==> config.mk <==
export PLATFORM = sky130hd
export DESIGN_NAME = mem_stage_sram_ctrl
export DESIGN_NICKNAME = d
export VERILOG_FILES = /design/src/rtl/mem_pkg.sv /design/src/rtl/mem_stage_sram_ctrl_wait_timer.sv /design/src/rtl/mem_stage_sram_ctrl.sv
export SDC_FILE = /design/constraint.sdc
export NUM_CORES = 1
export LEC_CHECK = 0
export BUFFER_PORTS_ARGS = -buffer_cell sky130_fd_sc_hd__buf_4
export CAP_MARGIN = 0
export CORE_ASPECT_RATIO = 1.4
export CORE_UTILIZATION = 46
export CTS_CLUSTER_DIAMETER = 120
export DETAILED_ROUTE_END_ITERATION = 8
export MAX_ROUTING_LAYER = met4
export PLACE_DENSITY = 0.77
export SLEW_MARGIN = 10
export SYNTH_ARGS = -nofsm -noshare
export SYNTH_HDL_FRONTEND = slang
export SYNTH_HIERARCHICAL = 1
export SYNTH_SLANG_ARGS = --single-unit
==> constraint.sdc <==
create_clock -name clk -period 2.2 [get_ports clk]
set_clock_uncertainty 0.1 [all_clocks]
set_input_delay 0.22 -clock clk [delete_from_list [all_inputs] [get_ports clk]]
set_output_delay 0.22 -clock clk [all_outputs]
set_load 0.01 [all_outputs]
==> src/rtl/mem_pkg.sv <==
// mem_pkg: shared types and constants for the MEM-stage SRAM controller.
//   state_t       FSM states IDLE, LO (low half), HI (high half), DONE
//   HALF_W        width of one SRAM data phase
//   DEF_BASE_ADDR default byte address of SRAM halfword 0
//   WAIT_CNT_W    width of the per-phase wait counter (WAIT_CYCLES 0..15)
//   half_sel()    picks the low or high 16-bit half of a 32-bit word
package mem_pkg;

   localparam int HALF_W        = 16;
   localparam int DEF_BASE_ADDR = 1024;
   localparam int WAIT_CNT_W    = 4;

   typedef enum logic [1:0] {
      ST_IDLE = 2'd0,
      ST_LO   = 2'd1,
      ST_HI   = 2'd2,
      ST_DONE = 2'd3
   } state_t;

   function automatic logic [HALF_W-1:0] half_sel(input logic [2*HALF_W-1:0] w,
                                                  input logic                 hi);
      logic [HALF_W-1:0] r;
      if (hi) begin
         r = w[2*HALF_W-1:HALF_W];
      end else begin
         r = w[HALF_W-1:0];
      end
      return r;
   endfunction

endpackage

==> src/rtl/mem_stage_sram_ctrl_wait_timer.sv <==
// sram_wait_timer: per-phase cycle counter for the SRAM controller.
// Counts 0..WAIT_CYCLES and then holds; load restarts it at 0.
// Ports:
//   clk     in  rising-edge clock
//   rst     in  synchronous reset, active-low
//   load    in  restart the count at 0 on the next edge
//   is_last out current cycle is the final cycle of the phase
module sram_wait_timer
   import mem_pkg::*;
#(
   parameter int WAIT_CYCLES = 1
) (
   input  logic clk,
   input  logic rst,
   input  logic load,
   output logic is_last
);

   logic [WAIT_CNT_W-1:0] count_r;

   assign is_last = (count_r == WAIT_CNT_W'(WAIT_CYCLES));

   // Phase counter: restart on load, otherwise advance until the last cycle.
   always_ff @(posedge clk) begin
      if (!rst) begin
         count_r <= {WAIT_CNT_W{1'b0}};
      end else if (load) begin
         count_r <= {WAIT_CNT_W{1'b0}};
      end else if (!is_last) begin
         count_r <= count_r + WAIT_CNT_W'(1);
      end else begin
         count_r <= count_r;
      end
   end

endmodule

==> src/rtl/mem_stage_sram_ctrl.sv <==
// mem_stage_sram_ctrl: MEM-stage controller doing each 32-bit load/store as
// two 16-bit phases (low half at even, high half at odd halfword address) on
// an SRAM-style port, holding ready low until the access retires.
// Optional macro MEM_RANGE_CHECK_EN: out-of-range requests skip the SRAM,
// reads return 0 and addr_err latches until reset. Without it addresses wrap.
// Ports:
//   clk, rst (sync, active-low)
//   mem_r_en, mem_w_en  load/store request (both set = store)
//   alu_result          byte address, st_val store data
//   mem_result          load data, valid in DONE
//   ready               0 = freeze pipeline
//   sram_addr, sram_dq_out, sram_dq_in, sram_we_n, sram_oe_n  SRAM port
//   addr_err            sticky range error (0 without the macro)
module mem_stage_sram_ctrl
   import mem_pkg::*;
#(
   parameter int BIT_NUMBER  = 32,
   parameter int SRAM_ADDR_W = 18,
   parameter int WAIT_CYCLES = 1,
   parameter int BASE_ADDR   = DEF_BASE_ADDR
) (
   input  logic                   clk,
   input  logic                   rst,
   input  logic                   mem_r_en,
   input  logic                   mem_w_en,
   input  logic [BIT_NUMBER-1:0]  alu_result,
   input  logic [BIT_NUMBER-1:0]  st_val,
   output logic [BIT_NUMBER-1:0]  mem_result,
   output logic                   ready,
   output logic [SRAM_ADDR_W-1:0] sram_addr,
   output logic [HALF_W-1:0]      sram_dq_out,
   input  logic [HALF_W-1:0]      sram_dq_in,
   output logic                   sram_we_n,
   output logic                   sram_oe_n,
   output logic                   addr_err
);

   localparam logic [1:0] IDLE = ST_IDLE;
   localparam logic [1:0] LO   = ST_LO;
   localparam logic [1:0] HI   = ST_HI;
   localparam logic [1:0] DONE = ST_DONE;

   logic [1:0]             state_r;
   logic [SRAM_ADDR_W-2:0] word_r;
   logic [HALF_W-1:0]      hi_data_r;
   logic                   wr_r;
   logic [BIT_NUMBER-1:0]  mem_result_r;
   logic [SRAM_ADDR_W-1:0] sram_addr_r;
   logic [HALF_W-1:0]      sram_dq_out_r;
   logic                   sram_we_n_r;
   logic                   sram_oe_n_r;

   logic                   req_s;
   logic [BIT_NUMBER-1:0]  off_s;
   logic [SRAM_ADDR_W-2:0] word_s;
   logic                   ready_s;
   logic                   tload_s;
   logic                   last_s;
   logic                   unused_s;

   assign req_s  = mem_r_en | mem_w_en;
   assign off_s  = alu_result - BIT_NUMBER'(BASE_ADDR);
   assign word_s = off_s[SRAM_ADDR_W:2];

`ifdef MEM_RANGE_CHECK_EN
   logic addr_err_r;
   logic oor_s;
   // Below the base, or beyond the last SRAM byte, is out of range.
   assign oor_s    = (alu_result < BIT_NUMBER'(BASE_ADDR)) |
                     (|off_s[BIT_NUMBER-1:SRAM_ADDR_W+1]);
   assign addr_err = addr_err_r;
   assign unused_s = ^off_s[1:0];
`else
   // Upper offset bits are dropped: the address wraps modulo SRAM size.
   assign addr_err = 1'b0;
   assign unused_s = ^{off_s[1:0], off_s[BIT_NUMBER-1:SRAM_ADDR_W+1]};
`endif

   sram_wait_timer #(
      .WAIT_CYCLES(WAIT_CYCLES)
   ) u_timer (
      .clk    (clk),
      .rst    (rst),
      .load   (tload_s),
      .is_last(last_s)
   );

   // Pipeline handshake and phase-timer restart derived from the state.
   always_comb begin
      ready_s = 1'b0;
      tload_s = 1'b1;
      case (state_r)
         IDLE: begin
            ready_s = ~req_s;
            tload_s = 1'b1;
         end
         LO, HI: begin
            ready_s = 1'b0;
            tload_s = last_s;
         end
         DONE: begin
            ready_s = 1'b1;
            tload_s = 1'b1;
         end
         default: begin
            ready_s = 1'b0;
            tload_s = 1'b1;
         end
      endcase
   end

   assign ready       = ready_s;
   assign mem_result  = mem_result_r;
   assign sram_addr   = sram_addr_r;
   assign sram_dq_out = sram_dq_out_r;
   assign sram_we_n   = sram_we_n_r;
   assign sram_oe_n   = sram_oe_n_r;

   // Access FSM; SRAM outputs are loaded on the edge entering each phase.
   always_ff @(posedge clk) begin
      if (!rst) begin
         state_r       <= IDLE;
         word_r        <= {(SRAM_ADDR_W-1){1'b0}};
         hi_data_r     <= {HALF_W{1'b0}};
         wr_r          <= 1'b0;
         mem_result_r  <= {BIT_NUMBER{1'b0}};
         sram_addr_r   <= {SRAM_ADDR_W{1'b0}};
         sram_dq_out_r <= {HALF_W{1'b0}};
         sram_we_n_r   <= 1'b1;
         sram_oe_n_r   <= 1'b1;
`ifdef MEM_RANGE_CHECK_EN
         addr_err_r    <= 1'b0;
`endif
      end else begin
         case (state_r)
            IDLE: begin
               if (req_s) begin
`ifdef MEM_RANGE_CHECK_EN
                  if (oor_s) begin
                     // Skip the SRAM entirely; a read retires with zero data.
                     state_r    <= DONE;
                     addr_err_r <= 1'b1;
                     if (!mem_w_en) begin
                        mem_result_r <= {BIT_NUMBER{1'b0}};
                     end else begin
                        mem_result_r <= mem_result_r;
                     end
                  end else begin
`endif
                     state_r       <= LO;
                     word_r        <= word_s;
                     hi_data_r     <= half_sel(st_val, 1'b1);
                     wr_r          <= mem_w_en;
                     sram_addr_r   <= {word_s, 1'b0};
                     sram_dq_out_r <= mem_w_en ? half_sel(st_val, 1'b0) : sram_dq_out_r;
                     sram_we_n_r   <= ~mem_w_en;
                     sram_oe_n_r   <= mem_w_en;
`ifdef MEM_RANGE_CHECK_EN
                  end
`endif
               end else begin
                  state_r <= IDLE;
               end
            end
            LO: begin
               if (last_s) begin
                  state_r     <= HI;
                  sram_addr_r <= {word_r, 1'b1};
                  if (wr_r) begin
                     sram_dq_out_r <= hi_data_r;
                  end else begin
                     mem_result_r[HALF_W-1:0] <= sram_dq_in;
                  end
               end else begin
                  state_r <= LO;
               end
            end
            HI: begin
               if (last_s) begin
                  state_r     <= DONE;
                  sram_we_n_r <= 1'b1;
                  sram_oe_n_r <= 1'b1;
                  if (!wr_r) begin
                     mem_result_r[2*HALF_W-1:HALF_W] <= sram_dq_in;
                  end else begin
                     mem_result_r <= mem_result_r;
                  end
               end else begin
                  state_r <= HI;
               end
            end
            DONE: begin
               // The request still visible here is the one retiring now.
               state_r <= IDLE;
            end
            default: begin
               state_r     <= IDLE;
               sram_we_n_r <= 1'b1;
               sram_oe_n_r <= 1'b1;
            end
         endcase
      end
   end

endmodule

==> flow_summary_export.csv, run 1 <==
group,metric,value,unit
global_routing,grt_remaining_overflow,0,
outcome,outcome,"finished, final reports clean",
timing,drv_slew,0,
worst_setup_path,r2r_end,"sram_addr[5]$_SDFFE_PN0P_",
clock_tree,clk_latency,340,ps
synth,synth_adder_area_share,2.40,%
worst_setup_path,arrival,2270,ps
synth,synth_xor_area_share,1.31,%
clock_tree,cts_buffer_depth,2,
hold_path,hold_depth,3,
synth,ys_seq_elements,108,
synth,yosys.area_share.simple,19.8,%
die,rows,43,
global_routing,grt_pass1_vias,4054,
clock_tree,root_buffer,"clkbuf_16",
worst_setup_path,path_buf_inv,5,
pwr,ir_worst_vdd,578,µV
synth,synthMuxAreaShare,6.40,%
pwr,share_seq_of_total_power,44.9,%
synth,synth_compound_area_share,19.8,%
placement,hpwl,7900,µm
worst_setup_path,crit_family,"buffers and inverters",
worst_setup_path,crit_top_cell,"buf_4",
placement,place_area,5930,µm²
clock_tree,tritoncts,"built",
synth,synth_edf_count,0,
worst_setup_path,startpoint,"u_timer/count_r[1]$_SDFFE_PP0P_",
timing,fin_crit_sh,96.9,%
die,design.die.area,10600,µm²
worst_setup_path,worstPathMaxFanout,6,
worst_setup_path,rrSetupSlack,70,ps
die,die_w,87.4,µm
hold_path,worstHoldEndpoint,"hi_data_r[9]$_SDFFE_PN0P_",
die,core_area,9900,µm²
layout,antennaDiodeCount,0,
detailed_routing,drc_errors,0,
die,die_h,122,µm
pwr,p_sw,1.31,mW
synth,synth.distinct_cells,46,
detailed_routing,vias,4136,
pwr,p_int,3.60,mW
detailed_routing,drt_iter0_markers,159,
synth,synth_fp_nets,618,
synth,synth_top_family_by_area,"compound AO/OA/AOI/OAI gates",
layout,synthToLayoutAreaGrowth,36.7,%
layout,fin_nets,759,
clock_tree,numCtsBuffers,9,
timing,tns,0,ps
worst_setup_path,crit_path_max_incr_delay,390,ps
placement,place.gp.congestion,0.760,
global_routing,grt_max_degree,40,
clock_tree,cts.clk_slew.worst_paths,70,ps
pwr,power.density,765,nW/µm²
layout,drive_above_1_share,30.3,%
clock_tree,h-tree-depth,3,
timing,hold_viol,0,
timing,setup-violations-final,0,
layout,final_area,6420,µm²
placement,io_buffers,137,
global_routing,antenna_found_initial,0,
job,maxCapViolations,0,
timing,rsz0062_at_grt,"false",
detailed_routing,first_pass_iters,4,
synth,postSynthAreaPerCell,8.94,µm²
hold_path,min_path_type,"in -> reg",
synth,async_reset_ff_share,0,%
clock_tree,postCtsHoldBufs,0,
clock_tree,cts_num_sinks,108,
die,initial_core_util,47.4,%
synth,yosys_most_used_dff,"dfxtp_1",
pwr,leakage,2.94,nW
timing,min_period,2130,ps
die,io_pins,154,
detailed_routing,viasPerCell,5.13,
worst_setup_path,worstPathRequired,2330,ps
worst_setup_path,crit_chain,"inv_1 > ha_2 > or3b_4 > inv_4 > nor2b_2 > a211oi_4 > buf_12 > buf_4 > buf_4 > nand2_1 > o211a_1",
hold_path,hp-start,"st_val[25]",
global_routing,globalRouteTotalUtil,21.7,%
worst_setup_path,reg2regPathDepth,11,
worst_setup_path,cp_slowest_cell,"or3b_4",
worst_setup_path,crit_type,"reg -> reg",
worst_setup_path,cp-start-kind,"flop",
pwr,swShare,26.8,%
pwr,p_comb_share,22.1,%
detailed_routing,ant_nets,0,
synth,syn_inst,525,
timing,clock.fmax,469,MHz
global_routing,grt_pass1_wl,17700,µm
synth,syn_area,4690,µm²
synth,ys_seq_area_share,46.1,%
worst_setup_path,crit_path_end_kind,"flop",
detailed_routing,post_drt_wl_per_cell,14.3,µm
detailed_routing,drt-total-wl,11500,µm
worst_setup_path,path_depth,11,
worst_setup_path,r2r-start,"u_timer/count_r[1]$_SDFFE_PP0P_",
pwr,clkPwrFrac,32.9,%
synth,ys_warn_count,6,
power groups by stage:
stage	Sequential [mW]	Clock (mW)	Combinational, mW
floorplan	2.28	0	0.494
global placement	2.24	0	0.930
detailed placement	2.25	0	0.961
CTS	2.21	1.66	0.965
global route	2.22	1.73	1.18
finish	2.21	1.62	1.09
kinds of logic (layout without fill, tap and decap cells):
family | count (synthesis) | count (layout)
xor gates and xnor gates | 7 | 7
other | 1 | 1
and+or+nand+nor | 209 | 209
DFF | 108 | 108
adders and majority gates | 9 | 9
buffers and inverters | 44 | 190
AOI/OAI and AO/OA | 117 | 117
muxes | 30 | 30
placed cells by master, fill, tap and decap left out, types with 4 or more instances in the layout:
| cell | Yosys | final |
|---|---|---|
| inv_1 | 7 | 6 |
| o211a_1 | 27 | 27 |
| xnor2_1 | 4 | 4 |
| nor2b_1 | 8 | 6 |
| buf_4 | 1 | 157 |
| buf_12 | 0 | 7 |
| clkbuf_16 | 0 | 11 |
| nor2_1 | 12 | 12 |
| ha_1 | 9 | 7 |
| mux2i_1 | 30 | 29 |
| o21ai_0 | 14 | 14 |
| nand2_1 | 159 | 159 |
| dfxtp_1 | 108 | 107 |
| a21oi_1 | 5 | 5 |
| a21boi_0 | 55 | 55 |
| nor3b_1 | 4 | 4 |
| nand2b_1 | 5 | 5 |
synthesized netlist by cell type, types with 2 or more instances:
cell type  number  share of area [%]
nor2b_1         8                1.1
buf_2          15                1.6
buf_1           2               0.16
xnor2_1         4               0.75
nand3b_1        3               0.48
nand3_1         3               0.32
a211oi_1        3               0.48
o211a_1        27                5.8
a21boi_0       55                8.8
dfxtp_1       108                 46
nand4_1         3               0.40
xor2_1          3               0.56
nor3b_1         4               0.64
mux2i_1        30                6.4
and2_1          3               0.40
nand2b_1        5               0.67
o21ai_0        14                1.5
nand2_1       159                 13
ha_1            9                2.4
o221ai_1        2               0.37
or3b_2          2               0.37
nor2_1         12               0.96
inv_1           7               0.56
o2111ai_1       2               0.37
clkbuf_1       16                1.3
clkbuf_2        2               0.21
a21oi_1         5               0.53
worst reg2reg max path, cell delays in order (launching register included):
cell	delay, ps
dfxtp_2	340
inv_1	60
ha_2	170
or3b_4	390
inv_4	90
nor2b_2	60
a211oi_4	280
buf_12	150
buf_4	120
buf_4	110
nand2_1	50
o211a_1	120
routing by layer:
layer / routed length (µm) / vias up / track usage, %
met4: 167 / 0 / 5.74
met2: 5830 / 131 / 38.3
met5: 0 / - / -
met3: 643 / 12 / 5.03
li1: - / 2052 / -
met1: 4840 / 1941 / 24.4
area by class of cell:
| class | count | area, µm² |
|---|---|---|
| sequential | 108 | 2160 |
| timing repair buffer | 167 | 1380 |
| clock buffer | 10 | 239 |
| inverter | 7 | 28.8 |
| fill | 869 | 3480 |
| tap | 135 | 169 |
| clock inverter | 6 | 63.8 |
| multi-input combinational | 373 | 2370 |
registers in the layout, indices dropped and copies added, names as in the netlist, named ones only:
signal           cells
hi_data_r           16
word_r              17
state_r              1
wr_r                 1
u_timer/count_r      4
sram_we_n            1
mem_result          32
sram_addr           18
sram_dq_out         16
sram_oe_n            1
worst max-delay path by stage:
stage                             endpoint  slack (ps)
6_report         sram_addr[5]$_SDFFE_PN0P_          70
5_1_grt          sram_addr[8]$_SDFFE_PN0P_           3
4_1_cts        sram_dq_out[3]$_SDFFE_PN0P_          60
3_5_place_dp   sram_dq_out[3]$_SDFFE_PN0P_          30
3_3_place_gp    sram_addr[10]$_SDFFE_PN0P_         120
2_1_floorplan   mem_result[0]$_SDFFE_PN0P_         120
metrics by stage:
step / setup slack, ps / hold WS, ps / util [%] / total power [mW] / std cells
after floorplan: 117 / 255 / - / 2.77 / 525
after CTS: 57.8 / 26.2 / 63.0 / 4.83 / 794
after global routing: 3.32 / 30.2 / 64.8 / 5.13 / 806
final: 68.7 / 33.9 / 64.8 / 4.91 / 806
after detailed placement: 34.9 / 354 / 59.9 / 3.21 / 778
after global placement: 124 / 348 / 59.9 / 3.17 / 778
timing repair:
item / in CTS / in global routing
gates cloned: 0 / 2
resized for setup: 1 / 10
pin swaps: 0 / 2
setup endpoints to repair: 1 / 48
setup buffers: 0 / 10
(Power assumes the default switching activity.)
==> inputs of run 2 (changes only) <==
--- a/config.mk
+++ b/config.mk
@@ -12,7 +12,7 @@
 export CTS_CLUSTER_DIAMETER = 120
 export DETAILED_ROUTE_END_ITERATION = 8
 export MAX_ROUTING_LAYER = met4
-export PLACE_DENSITY = 0.77
+export PLACE_DENSITY_LB_ADDON = 0.25
 export SLEW_MARGIN = 10
 export SYNTH_ARGS = -nofsm -noshare
 export SYNTH_HDL_FRONTEND = slang
==> run 2 against run 1 <==
Net effect: fmax is 0.25% higher; non-clock buffer count is 8 lower; clock power is 2% higher; count of clock-buffer cells in the layout is 1 higher; critical path type unchanged; largest cell class unchanged; largest power group unchanged; highest routed layer unchanged.
==> flow_summary_export.csv, run 2 (synthesis gave the netlist of run 1 again) <==
group,metric,value,unit
detailed_routing,ant_nets,0,
clock_tree,cts.clk_slew.worst_paths,70,ps
clock_tree,cts_num_sinks,108,
timing,fin_crit_sh,96.6,%
pwr,leakage,2.89,nW
pwr,p_int,3.57,mW
placement,io_buffers,137,
timing,hold_viol,0,
timing,setup-violations-final,0,
worst_setup_path,crit_path_max_incr_delay,380,ps
worst_setup_path,rrSetupSlack,70,ps
pwr,swShare,26.7,%
timing,rsz0062_at_grt,"true",
die,io_pins,154,
worst_setup_path,reg2regPathDepth,10,
clock_tree,h-tree-depth,3,
global_routing,grt_remaining_overflow,0,
detailed_routing,drt_iter0_markers,148,
layout,final_area,6320,µm²
global_routing,antenna_found_initial,0,
layout,synthToLayoutAreaGrowth,34.7,%
job,maxCapViolations,0,
global_routing,grt_pass1_vias,3901,
layout,final_cell_mix,"nand2_1, buf_4, dfxtp_1",
worst_setup_path,arrival,2300,ps
placement,place.gp.congestion,0.777,
worst_setup_path,cp_slowest_cell,"or3b_1",
clock_tree,numCtsBuffers,9,
global_routing,globalRouteTotalUtil,20.5,%
layout,drive_above_1_share,28.7,%
layout,seqCellArea,2160,µm²
pwr,power.density,769,nW/µm²
worst_setup_path,worstPathRequired,2370,ps
pwr,ir_worst_vdd,472,µV
clock_tree,clk_latency,340,ps
clock_tree,cts_buffer_depth,2,
layout,fin_nets,751,
timing,setup_ws,74.0,ps
hold_path,min_path_type,"in -> reg",
timing,min_period,2130,ps
worst_setup_path,startpoint,"u_timer/count_r[1]$_SDFFE_PP0P_",
die,design.die.area,10600,µm²
worst_setup_path,r2r-start,"u_timer/count_r[1]$_SDFFE_PP0P_",
outcome,outcome,"finished, final reports clean",
clock_tree,root_buffer,"clkbuf_16",
detailed_routing,viasPerCell,5.01,
worst_setup_path,worstPathMaxFanout,16,
worst_setup_path,crit_path_end_kind,"flop",
placement,dp_slack,12.9,ps
global_routing,grt_max_degree,44,
clock_tree,postCtsHoldBufs,0,
timing,drv_slew,0,
die,rows,43,
worst_setup_path,cp-start-kind,"flop",
layout,final_common_cell,"nand2_1",
clock_tree,tritoncts,"built",
placement,hpwl,7420,µm
timing,clock.fmax,470,MHz
pwr,share_seq_of_total_power,45.4,%
timing,holdWs,29.2,ps
layout,antennaDiodeCount,0,
layout,largest_reg_flops,32,
pwr,clkPwrFrac,34.2,%
global_routing,grt_pass1_wl,16800,µm
die,core_area,9900,µm²
pwr,power,4.86,mW
die,initial_core_util,47.4,%
pwr,p_sw,1.30,mW
die,die_h,122,µm
pwr,p_comb_share,20.4,%
die,die_w,87.4,µm
hold_path,hold_depth,3,
worst_setup_path,r2r_end,"sram_addr[13]$_SDFFE_PN0P_",
worst_setup_path,crit_chain,"inv_1 > ha_1 > or3b_1 > inv_2 > nor2b_1 > a211oi_4 > buf_4 > clkbuf_16 > o2111ai_1 > o21ai_0",
detailed_routing,vias,3999,
worst_setup_path,critPathCapture,"sram_addr[13]$_SDFFE_PN0P_",
detailed_routing,first_pass_iters,4,
layout,fillers,892,
layout,multi_input_area,2360,µm²
detailed_routing,drc_errors,0,
worst_setup_path,crit_type,"reg -> reg",
placement,place_area,5940,µm²
detailed_routing,post_drt_wl_per_cell,13.2,µm
detailed_routing,drt-total-wl,10600,µm
-- run 2: cell types whose count changed in the layout (fill, tap and decap cells not counted), sizes merged --
cell / change
buf: -7
clkinv: -3
inv: +3
clkinvlp: -1
-- run 2: layer usage --
| layer | global-route usage (%) | wire length [µm] |
|---|---|---|
| met1 | 22.3 | 4580 |
| met2 | 36.2 | 5290 |
| met3 | 4.56 | 520 |
| met4 | 7.07 | 182 |
| met5 | - | 0 |
-- run 2: through the flow --
step                std cells  utilization [%]  setup TNS, ps
floorplan                 525                -              0
global placement          775             60.0              0
detailed placement        775             60.0              0
CTS                       791             63.1              0
global route              798             63.9          -4.07
finish                    798             63.9              0
-- run 2: power by group through the flow --
| stage | combinational (mW) | clock, mW | sequential [mW] |
|---|---|---|---|
| 3_5_place_dp | 0.953 | 0 | 2.25 |
| 5_1_grt | 1.09 | 1.79 | 2.23 |
| 6_report | 0.994 | 1.66 | 2.21 |
| 4_1_cts | 0.956 | 1.70 | 2.21 |
| 2_1_floorplan | 0.494 | 0 | 2.28 |
| 3_3_place_gp | 0.933 | 0 | 2.24 |
-- run 2: worst min-delay path by stage --
stage,from,end,slack (ps)
2_1_floorplan,sram_dq_in[12],mem_result[12]$_SDFFE_PN0P_,250
3_3_place_gp,sram_addr[13]$_SDFFE_PN0P_,sram_addr[13]$_SDFFE_PN0P_,350
3_5_place_dp,mem_result[12]$_SDFFE_PN0P_,mem_result[12]$_SDFFE_PN0P_,350
4_1_cts,st_val[18],hi_data_r[2]$_SDFFE_PN0P_,20
5_1_grt,sram_dq_in[12],mem_result[12]$_SDFFE_PN0P_,30
6_report,st_val[18],hi_data_r[2]$_SDFFE_PN0P_,30
-- run 2: area by class of cell --
cell class / count / share of cell area, %
multi-input combinational: 373 / 37.3
sequential: 108 / 34.2
timing repair buffer: 159 / 20.5
clock buffer: 11 / 3.84
tap: 135 / 2.67
clock inverter: 5 / 1.05
inverter: 7 / 0.416
-- run 2: worst max-delay path, delay by kind of cell, from the launching register on --
| family | cells | cell delay (ps) |
|---|---|---|
| AO/OA/AOI/OAI | 3 | 460 |
| adder cells (fa/ha/maj) | 1 | 150 |
| buffers and inverters | 4 | 530 |
| flip-flops | 1 | 330 |
| AND/OR/NAND/NOR | 2 | 480 |
-- run 2: timing repair --
item,CTS,global route
setup buffers,0,6
endpoints found under the hold margin,0,0
resized for setup,1,3
pin swaps,0,1
cloned,0,1
setup endpoints to repair,4,54
==> inputs of run 3 (changes only) <==
--- a/config.mk
+++ b/config.mk
@@ -6,7 +6,7 @@
 export NUM_CORES = 1
 export LEC_CHECK = 0
 export BUFFER_PORTS_ARGS = -buffer_cell sky130_fd_sc_hd__buf_4
-export CAP_MARGIN = 0
+export CAP_MARGIN = 40
 export CORE_ASPECT_RATIO = 1.4
 export CORE_UTILIZATION = 46
 export CTS_CLUSTER_DIAMETER = 120
==> constraint.sdc (replaced) <==
create_clock -name clk -period 1.9 [get_ports clk]
set_clock_uncertainty 0.1 [all_clocks]
set_input_delay 0.19 -clock clk [delete_from_list [all_inputs] [get_ports clk]]
set_output_delay 0.19 -clock clk [all_outputs]
set_load 0.01 [all_outputs]
==> run 3 against run 2 <==
Net effect: the flow now finishes with violations (negative hold slack, negative setup slack); sequential share of layout area shrank 2.5 points; via count increased by 5.7%; count of clock-buffer cells in the layout down 2; critical path depth stayed put; routed wire length up 13%; flip-flop and latch count unchanged; utilization rose by 5.2 points; clock power grew 14%; die area did not move; combinational power is 38% higher; final cell count up 3.3%.
==> flow_summary_export.csv, run 3 (synthesis gave the netlist of run 1 again) <==
group,metric,value,unit
die,die_h,122,µm
clock_tree,h-tree-depth,3,
die,design.die.area,10600,µm²
clock_tree,cts.clk_slew.worst_paths,80,ps
worst_setup_path,startpoint,"u_timer/count_r[1]$_SDFFE_PP0P_",
worst_setup_path,cp_slowest_cell,"or3b_4",
timing,hold_viol,2,
timing,rsz0062_at_grt,"true",
layout,final_cell_mix,"buf_4, nand2_1, dfxtp_1",
worst_setup_path,crit_chain,"inv_2 > ha_4 > or3b_4 > clkinv_4 > nand2_4 > a211oi_4 > buf_6 > clkbuf_16 > nand2_1 > o211a_1",
worst_setup_path,path_buf_inv,4,
outcome,outcome,"finished with violations",
hold_path,hold_depth,3,
clock_tree,cts_buffer_depth,2,
layout,final_common_cell,"buf_4",
job,maxCapViolations,0,
placement,io_buffers,137,
die,core_area,9900,µm²
layout,stdcell_count,824,
detailed_routing,first_pass_iters,4,
layout,synthToLayoutAreaGrowth,45.6,%
worst_setup_path,reg2regPathDepth,10,
timing,drv_slew,0,
timing,tns,-395,ps
global_routing,grt_pass1_vias,3958,
layout,fin_util,69.0,%
worst_setup_path,worstPathRequired,2040,ps
placement,hpwl,7550,µm
timing,setup_ws,-52.8,ps
placement,dp_slack,-87.2,ps
worst_setup_path,r2r-start,"u_timer/count_r[1]$_SDFFE_PP0P_",
worst_setup_path,crit_path_end_kind,"flop",
die,io_pins,154,
worst_setup_path,cp-start-kind,"flop",
outcome,violations,"negative hold slack, negative setup slack",
clock_tree,numCtsBuffers,9,
timing,min_period,1950,ps
worst_setup_path,crit_path_max_incr_delay,390,ps
clock_tree,root_buffer,"clkbuf_16",
worst_setup_path,arrival,2090,ps
worst_setup_path,path_depth,10,
timing,holdWs,-4.03,ps
pwr,power.density,853,nW/µm²
detailed_routing,post_drt_wl_per_cell,14.5,µm
die,initial_core_util,47.4,%
pwr,ir_worst_vdd,551,µV
pwr,leakage,3.15,nW
global_routing,antenna_found_initial,0,
hold_path,min_path_type,"in -> reg",
layout,largest_reg_flops,32,
placement,place_inst,783,
worst_setup_path,rrSetupSlack,-50,ps
detailed_routing,drc_errors,0,
timing,setup-violations-final,20,
layout,fin_nets,777,
global_routing,grt_remaining_overflow,0,
placement,place.gp.congestion,0.798,
global_routing,globalRouteTotalUtil,21.8,%
worst_setup_path,r2r_end,"sram_dq_out[6]$_SDFFE_PN0P_",
worst_setup_path,crit_type,"reg -> reg",
global_routing,grt_pass1_wl,17700,µm
layout,antennaDiodeCount,0,
detailed_routing,vias,4225,
timing,fin_crit_sh,103,%
layout,drive_above_1_share,33.1,%
detailed_routing,viasPerCell,5.13,
detailed_routing,drt_iter0_markers,204,
timing,clock.fmax,512,MHz
die,die_w,87.4,µm
clock_tree,cts_num_sinks,108,
detailed_routing,ant_nets,0,
worst_setup_path,worstPathMaxFanout,8,
detailed_routing,drt-total-wl,11900,µm
global_routing,grt_max_degree,80,
worst_setup_path,critPathCapture,"sram_dq_out[6]$_SDFFE_PN0P_",
worst_setup_path,crit_family,"simple AND/OR/NAND/NOR gates",
clock_tree,tritoncts,"built",
clock_tree,clk_latency,340,ps
die,rows,43,
==> run 3: per-layer routing <==
metal / wire length (µm) / GRT usage [%]
met5: 0 / -
met4: 189 / 6.86
met3: 620 / 5.17
met2: 6260 / 38.5
met1: 4840 / 23.8
==> run 3: layout make-up <==
class | count | area (µm²)
fillers | 793 | 3070
multi-input cells | 373 | 2490
flip-flops and latches | 108 | 2170
repair buffers | 185 | 1670
clock buffers | 9 | 225
well taps | 135 | 169
clock inverters | 7 | 82.6
inverters | 7 | 31.3
==> run 3: tightest hold or removal path: stages <==
cell and delay (ps):
buf_4 110, nand2_1 50, a21boi_1 50
==> run 3: how the worst min path moves through the flow <==
| stage | startpoint | endpoint | slack [ps] |
|---|---|---|---|
| after CTS | sram_dq_in[0] | mem_result[0]$_SDFFE_PN0P_ | 1 |
| final | sram_dq_in[0] | mem_result[0]$_SDFFE_PN0P_ | -4 |
| after global placement | mem_result[12]$_SDFFE_PN0P_ | mem_result[12]$_SDFFE_PN0P_ | 340 |
| after detailed placement | word_r[2]$_SDFFE_PN0P_ | word_r[2]$_SDFFE_PN0P_ | 360 |
| after global routing | alu_result[9] | word_r[7]$_SDFFE_PN0P_ | 4 |
| after floorplan | sram_dq_in[12] | mem_result[12]$_SDFFE_PN0P_ | 220 |
==> run 3: timing repair <==
item | in CTS | in global routing
setup endpoints to repair | 62 | 82
gates resized for setup | 7 | 62
endpoints found under the hold margin | 9 | 5
buffers inserted | 2 | 3
gates cloned | 1 | 5
pin swaps | 1 | 6
hold buffers | 9 | 5
==> run 3: power breakdown <==
group          switching (mW)  total, mW  leakage (nW)  internal, mW
logic                   0.637       1.37          2.11         0.733
registers               0.108       2.56         0.887          2.45
clock network           0.859       1.90         0.149          1.04
==> run 3: metrics by stage <==
step | cell area [µm²] | power (mW)
CTS | 6520 | 5.73
finish | 6830 | 5.83
global placement | 6060 | 3.72
floorplan | 4740 | 3.23
detailed placement | 6060 | 3.75
global route | 6830 | 6.10
